**src/rtl/lsu_ctrl_pkg.sv**
```systemverilog
// lsu_ctrl_pkg: shared types, opcode/funct3 constants and access helpers for the load/store sequencer.
package lsu_ctrl_pkg;

    typedef enum logic [1:0] {IDLE, ACCESS, WB} state_t;

    localparam logic [6:0] OP_LOAD  = 7'b0000011;
    localparam logic [6:0] OP_STORE = 7'b0100011;

    localparam logic [2:0] F3_B  = 3'b000;
    localparam logic [2:0] F3_H  = 3'b001;
    localparam logic [2:0] F3_W  = 3'b010;
    localparam logic [2:0] F3_BU = 3'b100;
    localparam logic [2:0] F3_HU = 3'b101;

    // Width must exist for the access kind and the address must be naturally aligned.
    function automatic logic access_legal(input logic st, input logic [2:0] f3, input logic [1:0] al);
        logic ok_f3;
        logic ok_al;
        ok_f3 = st ? (f3 <= F3_W) : (f3 inside {F3_B, F3_H, F3_W, F3_BU, F3_HU});
        ok_al = (f3[1:0] == 2'b10) ? (al == 2'b00) : (f3[1:0] == 2'b01) ? !al[0] : 1'b1;
        return ok_f3 && ok_al;
    endfunction

    function automatic logic [3:0] byte_en(input logic [1:0] sz, input logic [1:0] al);
        return (sz == 2'b00) ? 4'b0001 << al : (sz == 2'b01) ? 4'b0011 << al : 4'b1111;
    endfunction

endpackage

```
**src/rtl/lsu_ctrl_load_align.sv**
```systemverilog
// lsu_ctrl_load_align: selects the addressed byte/half of a read word and sign/zero-extends it.
//   rdata   - raw memory word
//   funct3  - load width/sign field
//   addr_lo - byte offset within the word
//   result  - extended 32-bit load value
module lsu_ctrl_load_align
    import lsu_ctrl_pkg::*;
(
    input  logic [31:0] rdata,
    input  logic [2:0]  funct3,
    input  logic [1:0]  addr_lo,
    output logic [31:0] result
);
    logic [31:0] shifted;
    always_comb begin
        shifted = rdata >> {addr_lo, 3'b000};
        case (funct3)
            F3_B:    result = {{24{shifted[7]}}, shifted[7:0]};
            F3_H:    result = {{16{shifted[15]}}, shifted[15:0]};
            F3_BU:   result = {24'h0, shifted[7:0]};
            F3_HU:   result = {16'h0, shifted[15:0]};
            default: result = rdata;
        endcase
    end
endmodule

```
**src/rtl/lsu_ctrl.sv**
```systemverilog
// lsu_ctrl: multi-cycle load/store sequencer with memory handshake, load extension and fault pulses.
//   clock, nReset       - clock and asynchronous active-low reset
//   opcode, funct3      - decoded instruction fields (held while stall=1)
//   addr_lo             - low effective-address bits
//   mem_ready, rdata    - memory completion and read word
//   stall               - hold PC
//   mem_req/we/be       - memory request, store flag, byte enables
//   ld_wdata, ld_regw   - extended load result and one-cycle write strobe
//   fault               - one-cycle fault (illegal, misaligned or timeout)
module lsu_ctrl
    import lsu_ctrl_pkg::*;
#(
    parameter int MAX_WAIT = 15
) (
    input  logic        clock,
    input  logic        nReset,
    input  logic [6:0]  opcode,
    input  logic [2:0]  funct3,
    input  logic [1:0]  addr_lo,
    input  logic        mem_ready,
    input  logic [31:0] rdata,
    output logic        stall,
    output logic        mem_req,
    output logic        mem_we,
    output logic [3:0]  mem_be,
    output logic [31:0] ld_wdata,
    output logic        ld_regw,
    output logic        fault
);
    localparam logic [7:0] MAX_W = 8'(MAX_WAIT);

    state_t      state, state_nx;
    logic [2:0]  f3_q;
    logic [1:0]  al_q;
    logic        we_q;
    logic [7:0]  cnt, cnt_nx;
    logic [31:0] data_q, aligned;
    logic        is_mem, is_st;

    assign is_st  = opcode == OP_STORE;
    assign is_mem = is_st || opcode == OP_LOAD;

    lsu_ctrl_load_align u_align (
        .rdata   (data_q),
        .funct3  (f3_q),
        .addr_lo (al_q),
        .result  (aligned)
    );

    always_ff @(posedge clock or negedge nReset) begin
        if (!nReset) begin
            state  <= IDLE;
            cnt    <= '0;
            f3_q   <= '0;
            al_q   <= '0;
            we_q   <= 1'b0;
            data_q <= '0;
        end else begin
            state <= state_nx;
            cnt   <= cnt_nx;
            if (state == IDLE && state_nx == ACCESS) begin
                f3_q <= funct3;
                al_q <= addr_lo;
                we_q <= is_st;
            end
            if (state == ACCESS && mem_ready && !we_q) data_q <= rdata;
        end
    end

    always_comb begin
        state_nx = state;
        cnt_nx   = cnt;
        stall    = 1'b0;
        mem_req  = 1'b0;
        mem_we   = 1'b0;
        mem_be   = 4'b0000;
        ld_regw  = 1'b0;
        fault    = 1'b0;
        case (state)
            IDLE: begin
                if (is_mem && access_legal(is_st, funct3, addr_lo)) begin
                    stall    = 1'b1;
                    state_nx = ACCESS;
                end else if (is_mem) begin
                    fault = 1'b1;
                end
            end
            ACCESS: begin
                mem_req = 1'b1;
                mem_we  = we_q;
                mem_be  = byte_en(f3_q[1:0], al_q);
                stall   = 1'b1;
                if (mem_ready) begin
                    // A store retires in its completion cycle; a load still needs WB.
                    stall    = !we_q;
                    cnt_nx   = '0;
                    state_nx = we_q ? IDLE : WB;
                end else if (cnt == MAX_W) begin
                    fault    = 1'b1;
                    stall    = 1'b0;
                    cnt_nx   = '0;
                    state_nx = IDLE;
                end else begin
                    cnt_nx = cnt + 8'd1;
                end
            end
            WB: begin
                ld_regw  = 1'b1;
                state_nx = IDLE;
            end
            default: state_nx = IDLE;
        endcase
        // Held opcode would otherwise re-raise stall while reset is asserted.
        if (!nReset) begin
            stall   = 1'b0;
            mem_req = 1'b0;
            mem_we  = 1'b0;
            mem_be  = 4'b0000;
            ld_regw = 1'b0;
            fault   = 1'b0;
        end
    end

    assign ld_wdata = (state == WB && nReset) ? aligned : 32'h0;

endmodule

```
**config.mk**
```make
export PLATFORM = sky130hd
export DESIGN_NAME = lsu_ctrl
export DESIGN_NICKNAME = d
export VERILOG_FILES = /design/src/rtl/lsu_ctrl_pkg.sv /design/src/rtl/lsu_ctrl_load_align.sv /design/src/rtl/lsu_ctrl.sv
export SDC_FILE = /design/constraint.sdc
export NUM_CORES = 1
export LEC_CHECK = 0
export ABC_AREA = 0
export CELL_PAD_IN_SITES_DETAIL_PLACEMENT = 1
export CELL_PAD_IN_SITES_GLOBAL_PLACEMENT = 2
export CORE_MARGIN = 2
export CORE_UTILIZATION = 30
export DETAILED_ROUTE_END_ITERATION = 12
export GPL_TIMING_DRIVEN = 0
export PLACE_DENSITY = 0.95
export SETUP_SLACK_MARGIN = 0.4
export SLEW_MARGIN = 5
export SYNTH_ARGS = -nofsm -noshare
export SYNTH_HDL_FRONTEND = slang
export SYNTH_SLANG_ARGS = --single-unit
```
**constraint.sdc**
```tcl
create_clock -name clock -period 4.9 [get_ports clock]
set_input_delay 1.225 -clock clock [delete_from_list [all_inputs] [get_ports clock]]
set_output_delay 1.225 -clock clock [all_outputs]
set_load 0.03 [all_outputs]
```
Word-level counts from Yosys, hierarchy flattened

Index checks and enable logic that the tools add are counted.

Latch bits: 0
Memories: 0
Bits in registers: 48
RAM bits: 0
Input bits: 47
Word-level logic and storage cells: 75
Output and inout bits: 41
Bits in read-only memories: 0

Shifts and indexed selects: 3
Multipliers: 0
Equality and inequality tests: 16
Reduce and logical (&&, ||, !) cells: 15
Div/mod/pow operators: 0
Magnitude comparators: 1
Bitwise gates (word level): 0
Add/sub/neg operators: 1
Multiplexer cells: 33

Operators with widths:

| operator                                         | count |
|---|---|
| case mux 32 bit (4 select lines)                 | 1 |
| two-way mux 32 bit                               | 1 |
| >> shifter 32 x 5 -> 16 bit                      | 1 |
| two-way mux 1 bit                                | 18 |
| two-way mux 4 bit                                | 4 |
| two-way mux 8 bit                                | 2 |
| == test 3 bit (second input constant)            | 4 |
| adder 8 x 1 -> 8 bit (second input constant)     | 1 |
| == test 2 x 1 -> 1 bit (second input constant)   | 4 |
| == test 8 x 4 -> 1 bit (second input constant)   | 1 |
| two-way mux 2 bit                                | 4 |
| == test 7 x 2 -> 1 bit (second input constant)   | 1 |
| == test 7 x 6 -> 1 bit (second input constant)   | 1 |
| == test 3 x 1 -> 1 bit (second input constant)   | 2 |
| logical AND 1 bit                                | 6 |
| logical NOT 2 bit                                | 3 |
| logical NOT 3 bit                                | 2 |
| nonzero test 5 bit                               | 1 |
| == test 2 bit (second input constant)            | 2 |
| case mux 1 bit (2 select lines)                  | 2 |
| case mux 2 bit (2 select lines)                  | 1 |
| left shift 1 x 2 -> 4 bit (first input constant) | 1 |
| left shift 2 x 2 -> 4 bit (first input constant) | 1 |
| == test 3 x 2 -> 1 bit (second input constant)   | 1 |
| other kinds (3)                                  | 4 |

Depth between registers and ports, before layout

Gate-level depths: netlist (run 1).

Word-level depth: 9
Gate-level depth with buffers: 7

Hierarchy

A second synthesis (run 1) with hierarchy kept.

Cells, all modules: 308
Area total of the unflattened synthesis: 3,098.0 µm²

Modules (own cells, without submodules):

| module              | area an instance (µm²) | sequential area each (µm²) | cells each | instances |
|---|---|---|---|---|
| lsu_ctrl            | 2,406.1                | 1,201.2                    | 202        | 1 |
| lsu_ctrl_load_align | 691.9                  | 0.0                        | 106        | 1 |

Worst setup path after synthesis (run 1)

OpenSTA, ideal clock, no wires.

Path kind: input port to output port
Start: input opcode[3]
End: output stall
Data required time: 3.675 ns
Slack: 1.146 ns
Arrival: 2.529 ns
Cell stages on the path: 4
Buffers on the path: 0
Cell sequence: nor4_1 -> and3_1 -> nand3_1 -> a21oi_1

Cells in the longest elaborated chain, start to end: 7
Elaborated cells between the ends (all ways): 9

RTL lines:

| what                              | RTL line           | source |
|---|---|---|
| from (decl)                       | lsu_ctrl.sv:17     | `input logic [6:0] opcode,` |
| == test 7 x 6 -> 1 bit            | lsu_ctrl.sv:40     | `assign is_st = opcode == OP_STORE;` |
| two-way mux 1 bit                 | lsu_ctrl_pkg.sv:19 | `ok_f3 = st ? (f3 <= F3_W) : (f3 inside {F3_B, F3_H, F3_W, F3_BU, F3_HU});` |
| logical AND 1 bit                 | lsu_ctrl_pkg.sv:21 | `return ok_f3 && ok_al;` |
| logical AND 1 bit *               | lsu_ctrl.sv:81     | `if (is_mem && access_legal(is_st, funct3, addr_lo)) begin` |
| two-way mux 1 bit *               | lsu_ctrl.sv:81     |  |
| case mux 1 bit (2 select lines) * | lsu_ctrl.sv:79     | `case (state)` |
| two-way mux 1 bit *               | lsu_ctrl.sv:114    | `if (!nReset) begin` |
| to (decl)                         | lsu_ctrl.sv:22     | `output logic stall,` |

Mark *: on every way between the ends. The rest lies on a longest branch, timed or not.

Worst setup path in the final report (run 1)

Start: input mem_ready
End: output fault

Cells in the longest elaborated chain, start to end: 3

RTL lines:

| what                            | RTL line        | source |
|---|---|---|
| from (decl)                     | lsu_ctrl.sv:20  | `input logic mem_ready,` |
| two-way mux 1 bit               | lsu_ctrl.sv:93  | `if (mem_ready) begin` |
| case mux 1 bit (2 select lines) | lsu_ctrl.sv:79  |  |
| two-way mux 1 bit               | lsu_ctrl.sv:114 |  |
| to (decl)                       | lsu_ctrl.sv:28  | `output logic fault` |

Every way passes these cells.

==> metrics.md, run 1 <==
| Metric | Value |
|---|---|
| Site Rows | `35` |
| Area grow syn2layout | `41.1%` |
| ANT cells | `0` |
| Tcrit/Tclk final | `roughly nine tenths` |
| Most frequent CP cell | `clkdlybuf4s50_1` |
| Area of the core | `about 0.0092 mm²` |
| Register bit total from synthesis | `48` |
| Post-CTS Hold Buffers | `0` |
| Clk root buf | `clkbuf_8` |
| DR DRC count | `0` |
| DRT Pass-1 Iters | `4` |
| Switch Pwr | `0.274 mW` |
| Crit start category | `primary input` |
| 1st-iter DRT viols | `~100` |
| Final ANT Viol Nets | `0` |
| Max FO, Critical Path | `6` |
| Syn avg cell area | `9.15 µm²` |
| RSZ-0062 raised after global routing | `no` |
| Critical Path RT | `between 3 and 4 ns` |
| Pint | `0.614 mW` |
| Skew final | `0.0113 ns` |
| Status | `complete, no violations` |
| Vias in the first global route | `3,043` |
| Initial antenna violation count | `0` |
| Synthesized cell area | `0.00285 mm²` |
| Leakage power | `1.73 nW` |
| Crit-path slowest cell | `clkdlybuf4s50_1` |
| Vias/cell | `5.01` |
| H-Tree Depth | `2` |
| Post-synthesis sequential area ratio | `a little over two fifths` |
| CP delay by family, top | `buffers and inverters` |
| Hold Crit Class | `flop to flop` |
| Port bufs | `87` |
| Fin nets | `461` |
| Sink Count | `48` |
| Die Area | `roughly 0.010 mm²` |
| CTS Buf Count | `5` |
| Slew Viols, Final | `0` |
| Routed len/inst | `~17 µm` |
| Hold slack | `0.508 ns` |
| Mapped Nets | `363` |
| Setup WS pre-CTS | `0.0165 ns` |
| Syn Inst Count | `311` |
| TritonCTS clock tree | `done` |
| Clk pwr share | `25.4%` |
| Starting Density | `a little under a third` |
| PnR worst setup slack | `0.533 ns` |
| Slew @ Worst Pin | `roughly 0.59 ns` |
| Clock latency at the later pin of the worst-skew pair | `approximately 0.3 ns` |
| First-pass GRT wire length | `15,700 µm` |
| Normalized max-slew margin | `60.5%` |
| Gr usage total | `19.5%` |
| Hold Vio Cnt, Final | `0` |
| Yosys cell types | `40` |
| Critical Path End Type | `output port` |
| Sw Share | `30.9%` |
| Aggregate routed wire length | `9390 µm` |
| Period minus WS final | `between 4 and 5 ns` |
| Worst-path clk slew | `0.08 ns` |
| Worst stage delay on the critical path | `about 0.67 ns` |
| Die Span X | `101 µm` |
| I/O pin count | `just under 90` |
| Crit path buf inv count | `2` |
| CTS max path bufs | `2` |
| Worst ir drop on vdd | `0.0950 mV` |
| Vias post-DR | `around 2,700` |
| Die height | `just over 100 µm` |
| Ordered list of cells on the worst path | `clkdlybuf4s50_1 > or3b_1 > o22ai_1 > and2_1 > clkdlybuf4s50_1` |
| Setup TNS | `0 ns` |
| Comb power frac | `24.3%` |
| Worst EP arrival | `approximately 3.1 ns` |
| RePlAce Congestion | `0.890` |
| Final HPWL DP | `7490 µm` |
| Final setup fails | `0` |
| Syn. warnings | `0` |
| WS Path Type | `primary input to output port` |
| PD cells | `roughly 220 mW/mm²` |
| Max cap viols | `0` |
| Share of cells above drive strength 1 | `~14%` |
| Grt total ovfl | `0` |
| Fmax | `0.229 GHz` |
| Seq pwr share | `~50%` |
| Largest net degree at the start of global routing | `31` |
-- power groups by stage --
stage | combinational, mW | clock [mW] | sequential (mW)
floorplan | 0.125 | 0 | 0.446
global placement | 0.205 | 0 | 0.452
detailed placement | 0.215 | 0 | 0.455
CTS | 0.217 | 0.233 | 0.447
global route | 0.242 | 0.245 | 0.451
finish | 0.216 | 0.225 | 0.447
-- cells by family after synthesis --
family / after synthesis / synth area share, %
buffers and inverters: 31 / 5.45
flip-flops: 48 / 42.2
AND/OR/NAND/NOR: 96 / 15.8
AO/OA/AOI/OAI: 92 / 19.2
multiplexers: 37 / 14.6
adder cells (fa/ha/maj): 5 / 2.20
XOR/XNOR: 2 / 0.616
-- layer usage --
metal	global-route usage, %	up-vias	share of wire (%)
li1	-	1298	-
met3	2.83	9	3.8
met1	25.2	1322	45
met4	4.68	0	0.94
met5	0	-	0
met2	34.2	68	50
-- repair_timing --
| item | in CTS | in global routing |
|---|---|---|
| buffers inserted | 3 | 0 |
| gates cloned | 0 | 0 |
| hold endpoints to repair | 0 | 0 |
| pin swaps | 1 | 0 |
| gates resized for setup | 2 | 3 |
| endpoints found under the setup margin | 32 | 27 |
-- flip-flops by register name (all words and copies together), names as in the netlist --
register,flops
al_q,2
f3_q,3
data_q,32
cnt,8
state,2
we_q,1
-- placed cells by master, fill, tap and decap left out, drive strengths merged, types with 4 or more instances in the layout --
| cell | synthesis | routed |
|---|---|---|
| ha | 5 | 5 |
| a221oi | 8 | 8 |
| o21ai | 37 | 37 |
| clkbuf | 8 | 15 |
| mux2i | 5 | 5 |
| dfrtp | 48 | 48 |
| a21oi | 31 | 31 |
| nand2 | 35 | 35 |
| mux2 | 32 | 32 |
| o22ai | 5 | 5 |
| and3 | 4 | 4 |
| and2 | 5 | 5 |
| inv | 12 | 12 |
| nor2 | 29 | 29 |
| buf | 9 | 13 |
| clkdlybuf4s50 | 0 | 85 |
| a22oi | 4 | 4 |
-- per-stage QoR --
stage	cell area, µm²	std cells	power [mW]	util [%]
4_1_cts	4010	538	0.897	43.3
2_1_floorplan	2850	311	0.571	-
3_3_place_gp	3880	527	0.656	42.0
3_5_place_dp	3890	528	0.670	42.1
5_1_grt	4010	538	0.938	43.4
6_report	4010	538	0.889	43.4
-- worst paths after layout --
check	startpoint	slack, ns	cells after the start	to
max in group asynchronous	nReset	3.58	2	data_q[6]
min reg2reg	data_q[1]	0.51	1	data_q[1]
min	data_q[1]	0.51	1	data_q[1]
max reg2reg	state[1]	2.87	5	data_q[29]
max	mem_ready	0.53	5	fault
min in group asynchronous	nReset	0.84	1	cnt[6]
-- cell usage after synthesis --
| cell type | number | area (µm²) |
|---|---|---|
| dfrtp_1 | 48 | 1200 |
| o21ai_0 | 37 | 185 |
| nand2_1 | 35 | 131 |
| a21oi_1 | 31 | 155 |
| mux2_2 | 31 | 349 |
| nor2_1 | 29 | 109 |
| inv_1 | 12 | 45.0 |
| clkbuf_1 | 8 | 30.0 |
| a221oi_1 | 7 | 61.3 |
| buf_2 | 6 | 30.0 |
| and2_1 | 5 | 31.3 |
| ha_1 | 5 | 62.6 |
| mux2i_1 | 5 | 50.1 |
| o22ai_1 | 5 | 31.3 |
| a22oi_1 | 4 | 30.0 |
| and3_1 | 4 | 25.0 |
| nand2b_1 | 3 | 18.8 |
| nand3_1 | 3 | 15.0 |
| nand3b_1 | 3 | 22.5 |
| nor3_1 | 3 | 15.0 |
| a31oi_1 | 2 | 12.5 |
| buf_6 | 2 | 22.5 |
| clkinv_1 | 2 | 7.51 |
| nand4_1 | 2 | 12.5 |
| nor2b_1 | 2 | 12.5 |
| nor4_1 | 2 | 12.5 |
| xor2_1 | 2 | 17.5 |
| a21o_1 | 1 | 7.51 |
| a221o_1 | 1 | 10.0 |
| a221oi_4 | 1 | 26.3 |
| a32oi_1 | 1 | 8.76 |
| a41oi_1 | 1 | 8.76 |
| and3b_1 | 1 | 8.76 |
| buf_12 | 1 | 20.0 |
| mux2_4 | 1 | 15.0 |
| nor3b_1 | 1 | 7.51 |
| nor3b_2 | 1 | 12.5 |
| o41ai_1 | 1 | 8.76 |
| or3_1 | 1 | 6.26 |
| or3b_1 | 1 | 8.76 |
-- layout make-up --
type | count | area, µm²
clock buffer | 6 | 72.6
sequential | 48 | 1200
buffer | 17 | 103
clock inverter | 1 | 5.00
fill | 1092 | 5230
multi-input combinational | 232 | 1510
tap | 129 | 161
timing repair buffer | 91 | 913
inverter | 14 | 52.6
Note: power is estimated with default switching activity, not from simulation.
==> inputs of run 2 (changes only) <==
--- a/config.mk
+++ b/config.mk
@@ -8,6 +8,7 @@
 export ABC_AREA = 0
 export CELL_PAD_IN_SITES_DETAIL_PLACEMENT = 1
 export CELL_PAD_IN_SITES_GLOBAL_PLACEMENT = 2
+export CORE_ASPECT_RATIO = 1.5
 export CORE_MARGIN = 2
 export CORE_UTILIZATION = 30
 export DETAILED_ROUTE_END_ITERATION = 12
==> run 2 against run 1 <==
  * Core utilization grew 0.27 points
  * Largest cell class unchanged
  * Clock power grew 41%
  * Highest routed layer unchanged
  * Critical path depth grew 2
  * Global-route usage shrank 0.24 points
  * Worst setup slack lost 0.049 ns
  * Maximum frequency shrank 1.1%
  * Cell area grew 0.78%
  * Sequential power is essentially flat
  * Critical endpoint is now ld_wdata[29]
==> metrics.md, run 2 (synthesis gave the netlist of run 1 again) <==
| Metric | Value |
|---|---|
| Status | `complete, no violations` |
| Slew Viols, Final | `0 (unchanged)` |
| Hold Crit Class | `flop to flop` |
| Site Rows | `43 (+23%)` |
| Final HPWL DP | `7500 µm (+0.15%)` |
| Max FO, Critical Path | `28 (+22)` |
| Worst stage delay on the critical path | `0.70 ns (+0.03 ns)` |
| Top reg by flops | `data_q` |
| Share of cells above drive strength 1 | `13.8% (-0.14 points)` |
| Area grow syn2layout | `42.2%` |
| Worst ir drop on vdd | `0.133 mV (+40%)` |
| Max cap viols | `0 (unchanged)` |
| PD cells | `243 mW/mm² (+9.8%)` |
| Clock latency at the later pin of the worst-skew pair | `0.29 ns (about the same)` |
| Seq pwr share | `45.4% (-4.9 points)` |
| 1st-iter DRT viols | `138 (+33%)` |
| Comb power frac | `22.3% (-2.0 points)` |
| Layout Cells excl Fill | `518 (-3.7%)` |
| Die Span X | `83.5 µm (-18%)` |
| Slew @ Worst Pin | `0.606 ns (+0.0183 ns)` |
| Critical Path RT | `3.67 ns (about the same)` |
| Routed len/inst | `18.6 µm (+6.4%)` |
| Sink Count | `48 (unchanged)` |
| Worst hold stages | `1 (unchanged)` |
| Max reg flops | `32 (unchanged)` |
| Die height | `123 µm (+22%)` |
| TritonCTS clock tree | `done` |
| Final ANT Viol Nets | `0 (unchanged)` |
| RePlAce Congestion | `0.883 (-0.80%)` |
| CTS Buf Count | `5 (unchanged)` |
| Critical Path End Type | `output port` |
| Final setup fails | `0 (unchanged)` |
| Post-CTS Hold Buffers | `0 (unchanged)` |
| Crit-path slowest cell | `clkdlybuf4s50_1` |
| DR DRC count | `0 (unchanged)` |
| Leakage power | `1.75 nW (+1.5%)` |
| H-Tree Depth | `2 (unchanged)` |
| Sw Share | `28.9% (-2.0 points)` |
| Normalized max-slew margin | `59.5% (-1.0 points)` |
| Crit start category | `primary input` |
| Port bufs | `87 (unchanged)` |
| Tcrit/Tclk final | `90.1% (+0.99 points)` |
| I/O pin count | `88 (unchanged)` |
| Crit path buf inv count | `4 (+2)` |
| First-pass GRT wire length | `15,400 µm (-2.2%)` |
| Gr usage total | `19.2% (-0.24 points)` |
| Switch Pwr | `0.284 mW (+3.4%)` |
| Skew final | `0.00296 ns (-0.00831 ns)` |
| CP delay by family, top | `buffers and inverters` |
| Vias/cell | `5.27 (+5.1%)` |
| Commonest non-fill, non-tap cell in the layout | `clkdlybuf4s50_1` |
| Most frequent cells in the layout | `clkdlybuf4s50_1 (84), dfrtp_1 (48), o21ai_0 (37)` |
| ANT cells | `0 (unchanged)` |
| Starting Density | `30.7% (-0.046 points)` |
| Initial antenna violation count | `0 (unchanged)` |
| DRT Pass-1 Iters | `5 (+1)` |
| Fmax | `0.226 GHz (-1.1%)` |
| Largest net degree at the start of global routing | `29 (-6.5%)` |
| Worst EP arrival | `3.19 ns (+0.05 ns)` |
| Grt total ovfl | `0 (unchanged)` |
| Tot Pwr | `0.983 mW (+11%)` |
| RSZ-0062 raised after global routing | `no` |
| R2r worst-path depth | `5 (unchanged)` |
| Setup slack, reg-to-reg | `2.89 ns (+0.02 ns)` |
| Die Area | `0.0103 mm² (+0.16%)` |
| Clk root buf | `clkbuf_16` |
| WS Path Type | `primary input to output port` |
| Aggregate routed wire length | `9620 µm (+2.5%)` |
| Placed Cells | `511 (-3.2%)` |
| Clk pwr share | `32.3% (+6.9 points)` |
| Hold Vio Cnt, Final | `0 (unchanged)` |
| Vias post-DR | `2,728 (+1.1%)` |
| Period minus WS final | `4.42 ns (+0.0486 ns)` |
| Setup TNS | `0 ns (unchanged)` |
| Pint | `0.700 mW (+14%)` |
| Crit path depth | `7 (+2)` |
| Fin nets | `460 (-0.22%)` |
| Vias in the first global route | `2,930 (-3.7%)` |
| CTS max path bufs | `2 (unchanged)` |
| Area of the core | `0.00925 mm² (+0.15%)` |
| Biggest regs | `data_q: 32 flops, cnt: 8 flops, f3_q: 3 flops` |
| Ordered list of cells on the worst path | `buf_4 > nand3b_1 > a21o_1 > buf_6 > buf_12 > nor2_1 > clkdlybuf4s50_1` |
| Worst-path clk slew | `0.06 ns (-0.02 ns)` |
-- run 2: final timing paths --
check / start / endpoint
max in group asynchronous: nReset / f3_q[0]
setup reg to reg: state[0] / data_q[30]
min in group asynchronous: nReset / data_q[30]
hold reg to reg: data_q[0] / data_q[0]
setup / recovery: nReset / ld_wdata[29]
hold / removal: data_q[0] / data_q[0]
-- run 2: power by group through the flow --
stage          Combinational [mW]  Clock, mW  Sequential, mW
4_1_cts                     0.220      0.328           0.446
5_1_grt                     0.242      0.342           0.450
2_1_floorplan               0.125          0           0.446
3_3_place_gp                0.206          0           0.451
3_5_place_dp                0.217          0           0.453
6_report                    0.219      0.318           0.446
-- run 2: through the flow --
stage / utilization [%] / hold WS, ns / worst slack (ns) / instance area (µm²)
after global placement: 41.7 / 0.469 / -2.10 / 3860
after global routing: 43.7 / 0.535 / 0.404 / 4050
final: 43.7 / 0.503 / 0.485 / 4050
after CTS: 43.6 / 0.505 / 0.463 / 4040
after detailed placement: 41.9 / 0.491 / -0.0683 / 3880
after floorplan: - / 0.456 / 1.15 / 2850
-- run 2: area by class of cell --
type	instances	area, µm²
Inverter	14	52.6
Buffer	17	103
Multi-Input combinational cell	232	1510
Tap cell	112	140
Sequential cell	48	1200
Clock buffer	5	125
Timing Repair Buffer	90	912
Fill cell	1084	5210
-- run 2: layer usage --
metal	share of wire, %	track usage, %	vias to the layer above	wire length (µm)
met5	0	0	-	0
met4	1.2	5.44	0	115
met3	4.3	3.40	6	414
met2	55	36.5	75	5300
met1	39	22.1	1345	3790
li1	-	-	1302	-
-- run 2: timing repair --
item | 4_1_cts | 5_1_grt
pin swaps | 1 | 0
hold endpoints to repair | 0 | 0
gates resized for setup | 5 | 2
setup buffers | 2 | 0
setup endpoints to repair | 34 | 3
